`config.mk`:
```
export PLATFORM = sky130hd
export DESIGN_NAME = rvfi_retire_buffer
export DESIGN_NICKNAME = d
export VERILOG_FILES = /design/src/rtl/psp_rvfi_pkg.sv /design/src/rtl/rvfi_pkt_normalise.sv /design/src/rtl/rvfi_retire_buffer.sv
export SDC_FILE = /design/constraint.sdc
export NUM_CORES = 1
export LEC_CHECK = 0
export BUFFER_PORTS_ARGS = -buffer_cell sky130_fd_sc_hd__buf_2
export CAP_MARGIN = 20
export CORE_MARGIN = 2
export CORE_UTILIZATION = 50
export CTS_CLUSTER_SIZE = 12
export DETAILED_ROUTE_END_ITERATION = 8
export MAX_ROUTING_LAYER = met4
export PLACE_DENSITY_LB_ADDON = 0.05
export SLEW_MARGIN = 20
export SYNTH_ARGS = -nofsm -noshare
export SYNTH_HDL_FRONTEND = slang
export SYNTH_SLANG_ARGS = --single-unit
```
`constraint.sdc`:
```
create_clock -name clk -period 30.2 [get_ports clk]
set_input_delay 3.02 -clock clk [delete_from_list [all_inputs] [get_ports clk]]
set_output_delay 3.02 -clock clk [all_outputs]
set_load 0.03 [all_outputs]
```
`src/rtl/psp_rvfi_pkg.sv`:
```
`default_nettype none
// ============================================================================
// Module      : psp_rvfi_pkg
// Description : Shared RVFI retire record type and order-tag width.
// Revision    : 1.0 - initial release
// ============================================================================
package psp_rvfi_pkg;

  localparam int RVFI_ORDER_W = 64;

  // One retirement as seen by the RVFI consumer (311 bits).
  typedef struct packed {
    logic [31:0] insn;
    logic [31:0] pc_rdata;
    logic [31:0] pc_wdata;
    logic [4:0]  rs1_addr;
    logic [4:0]  rs2_addr;
    logic [31:0] rs1_rdata;
    logic [31:0] rs2_rdata;
    logic [4:0]  rd_addr;
    logic [31:0] rd_wdata;
    logic [31:0] mem_addr;
    logic [3:0]  mem_rmask;
    logic [3:0]  mem_wmask;
    logic [31:0] mem_rdata;
    logic [31:0] mem_wdata;
  } rvfi_pkt_t;

endpackage : psp_rvfi_pkg
`default_nettype wire

```
`src/rtl/rvfi_pkt_normalise.sv`:
```
`default_nettype none
// ============================================================================
// Module      : rvfi_pkt_normalise
// Description : Zeroes data fields that RVFI defines as meaningless: rd_wdata
//               for writes to x0, and memory data whose byte mask is empty.
// Revision    : 1.0 - initial release
// ============================================================================
module rvfi_pkt_normalise
  import psp_rvfi_pkg::*;
(
  input  rvfi_pkt_t pkt_in,
  output rvfi_pkt_t pkt_out
);

  // Copy everything, then clear the fields that carry no architectural value.
  always_comb begin
    pkt_out = pkt_in;
    if (pkt_in.rd_addr == 5'd0)   pkt_out.rd_wdata  = '0;
    if (pkt_in.mem_rmask == 4'd0) pkt_out.mem_rdata = '0;
    if (pkt_in.mem_wmask == 4'd0) pkt_out.mem_wdata = '0;
  end

endmodule : rvfi_pkt_normalise
`default_nettype wire

```
`src/rtl/rvfi_retire_buffer.sv`:
```
`default_nettype none
// ============================================================================
// Module      : rvfi_retire_buffer
// Description : Order-tagging, normalising retire FIFO between the writeback
//               stage and the RVFI consumer, with sticky drop detection.
// Revision    : 1.0 - initial release
// ============================================================================
module rvfi_retire_buffer
  import psp_rvfi_pkg::*;
#(
  parameter  int DEPTH = 4,
  localparam int CNT_W = $clog2(DEPTH) + 1
) (
  input  logic                    clk,
  input  logic                    reset_n,
  input  logic                    flush,
  input  logic                    retire_valid,
  input  rvfi_pkt_t               retire_pkt,
  output logic                    retire_ready,
  output logic                    out_valid,
  input  logic                    out_ready,
  output rvfi_pkt_t               out_pkt,
  output logic [RVFI_ORDER_W-1:0] out_order,
  output logic [CNT_W-1:0]        count,
  output logic                    overflow,
  output logic [15:0]             drop_count
);

  localparam int               PTR_W   = $clog2(DEPTH);
  localparam logic [CNT_W-1:0] C_DEPTH = CNT_W'(DEPTH);

  rvfi_pkt_t               r_mem       [DEPTH];
  logic [RVFI_ORDER_W-1:0] r_mem_order [DEPTH];
  logic [PTR_W-1:0]        r_wptr;
  logic [PTR_W-1:0]        r_rptr;
  logic [CNT_W-1:0]        r_count;
  logic [RVFI_ORDER_W-1:0] r_order;
  logic                    r_overflow;
  logic [15:0]             r_drop_count;

  rvfi_pkt_t w_norm_pkt;
  logic      w_push;
  logic      w_pop;
  logic      w_drop;

  rvfi_pkt_normalise u_normalise (
    .pkt_in  (retire_pkt),
    .pkt_out (w_norm_pkt)
  );

  // Handshake decode; the out_ready term lets a full buffer accept while popping.
  always_comb begin
    retire_ready = (r_count < C_DEPTH) || out_ready;
    out_valid    = (r_count != '0);
    w_push       = retire_valid && retire_ready;
    w_pop        = out_valid && out_ready;
    w_drop       = retire_valid && !retire_ready;
  end

  // Control state: pointers, occupancy and order tag; flush wins over push/pop.
  always_ff @(posedge clk or negedge reset_n) begin
    if (!reset_n) begin
      r_wptr  <= '0;
      r_rptr  <= '0;
      r_count <= '0;
      r_order <= '0;
    end else if (flush) begin
      r_wptr  <= '0;
      r_rptr  <= '0;
      r_count <= '0;
    end else begin
      if (w_push) begin
        r_wptr  <= r_wptr + PTR_W'(1);
        r_order <= r_order + RVFI_ORDER_W'(1);
      end
      if (w_pop) r_rptr <= r_rptr + PTR_W'(1);
      r_count <= r_count + CNT_W'(w_push) - CNT_W'(w_pop);
    end
  end

  // Drop tracking survives flush so a lost retirement is never hidden.
  always_ff @(posedge clk or negedge reset_n) begin
    if (!reset_n) begin
      r_overflow   <= 1'b0;
      r_drop_count <= '0;
    end else if (w_drop) begin
      r_overflow <= 1'b1;
      if (r_drop_count != 16'hFFFF) r_drop_count <= r_drop_count + 16'd1;
    end
  end

  // Payload storage carries no reset; validity is governed by r_count alone.
  always_ff @(posedge clk) begin
    if (w_push && !flush) begin
      r_mem[r_wptr]       <= w_norm_pkt;
      r_mem_order[r_wptr] <= r_order;
    end
  end

  // Head of queue and status outputs.
  always_comb begin
    out_pkt    = r_mem[r_rptr];
    out_order  = r_mem_order[r_rptr];
    count      = r_count;
    overflow   = r_overflow;
    drop_count = r_drop_count;
  end

endmodule : rvfi_retire_buffer
`default_nettype wire

```
# Word-level counts from Yosys, hierarchy flattened
# Memories as Yosys holds them, arrays and structs flattened.
# Index checks and enable logic that the tools add are counted.
[word_totals]
ram_bits = 1500
mem_count = 2
in_bits = 316
reg_bits = 88
elab_cells = 42
[memory_table]
columns = ["memory", "depth", "width", "rd", "rd_clocked_by_memory_dff", "wr", "line", "source"]
rows = [
  ["r_mem", 4, 311, 1, 0, 1, "rvfi_retire_buffer.sv:32", "rvfi_pkt_t r_mem [DEPTH];"],
  ["r_mem_order", 4, 64, 1, 0, 1, "rvfi_retire_buffer.sv:33", "logic [RVFI_ORDER_W-1:0] r_mem_order [DEPTH];"],
]
[classes]
mux = 10
magnitude_cmp = 1
n_eq_ne = 1
n_bitwise = 1
n_addsub = 6
reduce_logical = 15
[op_table]
columns = ["op", "count"]
rows = [
  ["$mux W32", 3],
  ["$add A64 B1 Y64 const B", 1],
  ["$add A16 B1 Y16 const B", 1],
  ["$ne A16 B16 Y1 const B", 1],
  ["$logic_not A4 Y1", 2],
  ["$mux W2", 4],
  ["$logic_not A5 Y1", 1],
  ["$add A2 B1 Y2 const B", 2],
  ["$logic_and A1 B1 Y1", 4],
  ["$reduce_and A2 Y1", 2],
  ["$reduce_bool A2 Y1", 2],
  ["$add A3 B1 Y3", 1],
  ["$lt A3 B3 Y1 const B", 1],
  ["$mux W3", 1],
  ["$reduce_bool A3 Y1", 1],
  ["$sub A3 B1 Y3", 1],
  ["$logic_not A1 Y1", 2],
  ["$mux W1", 2],
  ["$logic_or A1 B1 Y1", 1],
  ["$not A1 Y1", 1],
]

# Logic depth before layout (Yosys ltp)
[depth]
depth_word = 6
ltp_mapped = 10
depth_no_buf = 10

# Hierarchy
# A second synthesis with hierarchy kept.
[unflattened]
hier_cells = 2692
hier_area_um2 = 60690.7
[by_module_without_submodules]
columns = ["mod", "cells_per_inst", "instances", "area_each_um2"]
rows = [
  ["rvfi_retire_buffer", 2365, 1, 58274.6],
  ["rvfi_pkt_normalise", 327, 1, 2416.1],
]

# Worst setup path before layout
# No wires, ideal clock.
[synth_timing]
path_kind = "input to register"
startpoint = "input port out_ready"
endpoint = "memory r_mem[0][0] in the netlist's numbering (enable)"
t_arrival_ns = 12.121
setup_ns = 0.786
cell_stages = 4
required_time_ns = 29.414
n_path_buf = 1
path_slack_ns = 17.293
cell_sequence = "and2b_4 nor2_1 clkbuf_1 and2_1"
[synth_between]
elab_chain_cells = 5
[synth_rtl]
columns = ["element", "line", "source"]
rows = [
  ["from (decl)", "rvfi_retire_buffer.sv:21", "input logic out_ready,"],
  ["$logic_or A1 B1 Y1", "rvfi_retire_buffer.sv:53", "retire_ready = (r_count < C_DEPTH) || out_ready;"],
  ["$logic_and A1 B1 Y1", "rvfi_retire_buffer.sv:55", "w_push = retire_valid && retire_ready;"],
  ["$logic_and A1 B1 Y1", "rvfi_retire_buffer.sv:94", "if (w_push && !flush) begin"],
  ["$mux W1", "rvfi_retire_buffer.sv:94", ""],
  ["$mux W1 (not written as such)", "rvfi_retire_buffer.sv:95", "r_mem[r_wptr] <= w_norm_pkt;"],
  ["to (decl)", "rvfi_retire_buffer.sv:32", ""],
]
# Every way passes these cells.

# Worst setup path after layout
[layout_timing]
startpoint = "input port flush"
endpoint = "memory r_mem[3][184] in the netlist's numbering (enable)"
[layout_between]
elab_chain_cells = 4
[layout_rtl]
columns = ["element", "line", "source"]
rows = [
  ["from (decl)", "rvfi_retire_buffer.sv:16", "input logic flush,"],
  ["$logic_not A1 Y1", "rvfi_retire_buffer.sv:94", ""],
  ["$logic_and A1 B1 Y1", "rvfi_retire_buffer.sv:94", ""],
  ["$mux W1", "rvfi_retire_buffer.sv:94", ""],
  ["$mux W1 (not written as such)", "rvfi_retire_buffer.sv:95", ""],
]
# Every way passes these cells.

==> results.tsv <==
stage	metric	value	unit
floorplanning	ios	713	
cts	cts.sinks	1588	
cts	cts-htree-levels	4	
yosys	ys_ff_latch	1588	
placement	place.gp.congestion	0.792	
cts	cts_made_buffers	165	
cells_and_area	layout_common_cells	edfxtp_1, buf_2, mux4_2, clkbuf_16, nor2b_1	
worst_setup_path	crit_required	30560	ps
yosys	ys_seq_area_share	80.4	%
cells_and_area	seq_area	0.0473	mm^2
routing	viasPerCell	5.59	
sta	min_period	7480	ps
cts	cts_max_path_buffers	3	
worst_setup_path	path_cells	buf_2 > nand2b_4 > nor2_1 > and2_4 > buf_6 > buf_4 > buf_4 > buf_4	
yosys	synthTopCellsByArea	edfxtp_1, mux4_2, dfrtp_1, nor2b_1, xor2_1	
routing	vias	27749	
routing	post_drt_wl_per_cell	26.3	um
sta	tns	0	ps
global_route	grt_pass1_vias	28884	
yosys	yosysWarnings	0	
cts	postCtsHoldBufs	0	
worst_setup_path	arrival	7840	ps
cells_and_area	final_cells	4965	
sta	hold_viol_final	0	
routing	routed_wl	131	mm
yosys	yosysUniqueCellTypes	43	
cells_and_area	layout-drive-gt1-share	39.9	%
yosys	yosys.area.top_type_share	76.7	%
global_route	grt_start_max_net_pins	141	
worst_setup_path	crit_start	flush	
yosys	synth_edf_count	1500	
yosys	syn_avg_cell_area	23.8	um^2
worst_setup_path	critPathMaxFanout	69	
cts	cts-root-buf	clkbuf_16	
pwr	p_sw_share	29.0	%
floorplanning	rows	125	
placement	portBuffers	712	
flow_run	cap_violations	0	
cts	postCtsSetupRepairBufs	0	
floorplanning	start_util	50.5	%
yosys	synth_top_area_cell	edfxtp_1	
sta	rsz0062_at_grt	false	
pwr	pwr-share-clk	32.5	%
pwr	p_total	5.67	mW
pwr	seqPwrFrac	44.9	%
cells_and_area	nets	3611	
cts	path_clk_slew	60	ps
routing	dr.first_iter.drc_count	2124	
run_status	status	finished clean	
worst_setup_path	critPathKind	in2reg	
worst_setup_path	cp_top_family	buffers and inverters	
pwr	p_leak	23.3	nW
global_route	grt_use_total	22.5	%
pwr	intPower	4.03	mW
cells_and_area	final_common_cell	edfxtp_1	
routing	drc	0	
cells_and_area	fill_cells	8452	
pwr	ir_worst_vdd	0.0560	mV
worst_setup_path	cp-start-kind	primary input	
worst_setup_path	path_buf_inv	5	
cts	cts_tree	yes	
cts	cts-resized-gates	0	
sta	finalCritPeriodShare	24.8	%
sta	relSlewSlack	27.4	%
cells_and_area	area_growth_syn_to_layout	17.9	%
pwr	p_per_area	81.9	mW/mm^2
floorplanning	die_area	0.120	mm^2
global_route	grt_pass1_wl	191	mm
yosys	synth-async-reset-ratio	5.54	%
worst_setup_path	crit_path_frequent_cell	buf_4	
worst_hold_path	worstHoldStart	overflow$_DFFE_PN0P_	
sta	max_freq	0.134	GHz
yosys	synth_fp_nets	2788	
global_route	antenna_found_initial	53	
cts	insertion_delay	750	ps
floorplanning	die_x	347	um
worst_setup_path	end_kind	flop	
placement	dp_hpwl	82.2	mm
yosys	netlist_area	0.0587	mm^2
sta	skew	23.8	ps
cells_and_area	multi_input_area	0.0111	mm^2
global_route	grt.overflow.total	0	
yosys	synthCells	2463	
worst_setup_path	critPathSlowestCell	buf_4	
floorplanning	core-area	0.116	mm^2
pwr	combPwrFrac	22.6	%
routing	antenna_left	0	
placement	dp.cells	4640	
floorplanning	die_height	347	um
worst_setup_path	r2r_start	count[2]$_DFF_PN0_	
worst_hold_path	hp-class	reg2reg	
sta	setup_viol	0	
pwr	p_sw	1.64	mW
yosys	ys.flop_type	edfxtp_1	
sta	drv_slew	0	
worst_setup_path	critPathMaxStageDelay	840	ps
routing	first_pass_iters	5	
cells_and_area	final_util	59.5	%
sta	tightestPinTransition	1090	ps
==> Yosys cell counts, types with 7 or more instances <==
master and count:
edfxtp_1 1500, mux4_2 375, nor2b_1 96, dfrtp_1 88, clkbuf_1 47, xor2_1 47, nand2_1 43, buf_2 36
xnor2_1 35, nor2_1 32, nand3_1 27, nor3_1 21, nor4_1 16, nand4_1 15, inv_1 14, buf_1 11
ha_1 8, and2_1 7, and3_1 7
==> logic make-up (layout without fill, tap and decap cells) <==
family	Yosys count	in the layout	share of synthesized area, %
AO/OA/AOI/OAI	4	4	0.0383
XOR/XNOR	82	82	1.22
buffers and inverters	108	1050	0.767
AND/OR/NAND/NOR	296	296	2.93
adder cells (fa/ha/maj)	9	9	0.205
other	0	36	0
flip-flops	1588	1588	80.4
multiplexers	376	376	14.4
==> power groups by stage <==
stage | logic [mW] | clock network [mW] | registers (mW)
after floorplan | 0.905 | 0 | 2.62
after global placement | 1.29 | 0 | 2.60
after detailed placement | 1.30 | 0 | 2.60
after CTS | 1.30 | 1.89 | 2.56
after global routing | 1.36 | 1.97 | 2.55
final | 1.28 | 1.84 | 2.55
==> through the flow <==
step	hold WS (ps)	instance area, um^2	setup slack [ps]
after detailed placement	453	64200	21570
after floorplan	486	58700	17290
after global routing	489	69300	22360
after CTS	476	69100	22260
final	476	69300	22720
after global placement	449	64200	21560
==> final cells by class <==
type,instances,area share [%]
Tap cell,1524,2.75
Sequential cell,1588,68.2
Antenna cell,36,0.130
Inverter,14,0.0759
Timing Repair Buffer,750,5.76
Clock buffer,227,6.54
Clock inverter,59,0.560
Multi-Input combinational cell,767,16.0
==> sequential cells by signal (all words and copies together), names as in the netlist <==
name         cells
drop_count      16
r_wptr           2
count            3
r_order         64
r_mem         1244
overflow         1
r_mem_order    256
r_rptr           2
==> path summary, 6_finish.rpt <==
check / endpoint / slack, ps / depth (start not counted)
max in group asynchronous: r_order[34]$_DFFE_PN0P_ / 27120 / 2
max: r_mem[3][184]$_DFFE_PP_ / 22720 / 8
min in group asynchronous: overflow$_DFFE_PN0P_ / 2140 / 1
min: overflow$_DFFE_PN0P_ / 480 / 1
max reg2reg: r_mem[3][184]$_DFFE_PP_ / 24670 / 7
min reg2reg: overflow$_DFFE_PN0P_ / 480 / 1
==> per-layer routing <==
| metal | global-route usage, % | share of wire [%] | vias up |
|---|---|---|---|
| li1 | - | - | 12004 |
| met1 | 27.8 | 39 | 14596 |
| met2 | 35.6 | 50 | 902 |
| met3 | 6.69 | 8.4 | 247 |
| met4 | 7.52 | 3.3 | 0 |
| met5 | - | 0 | - |
No activity file was read; power rests on OpenSTA's default activity.
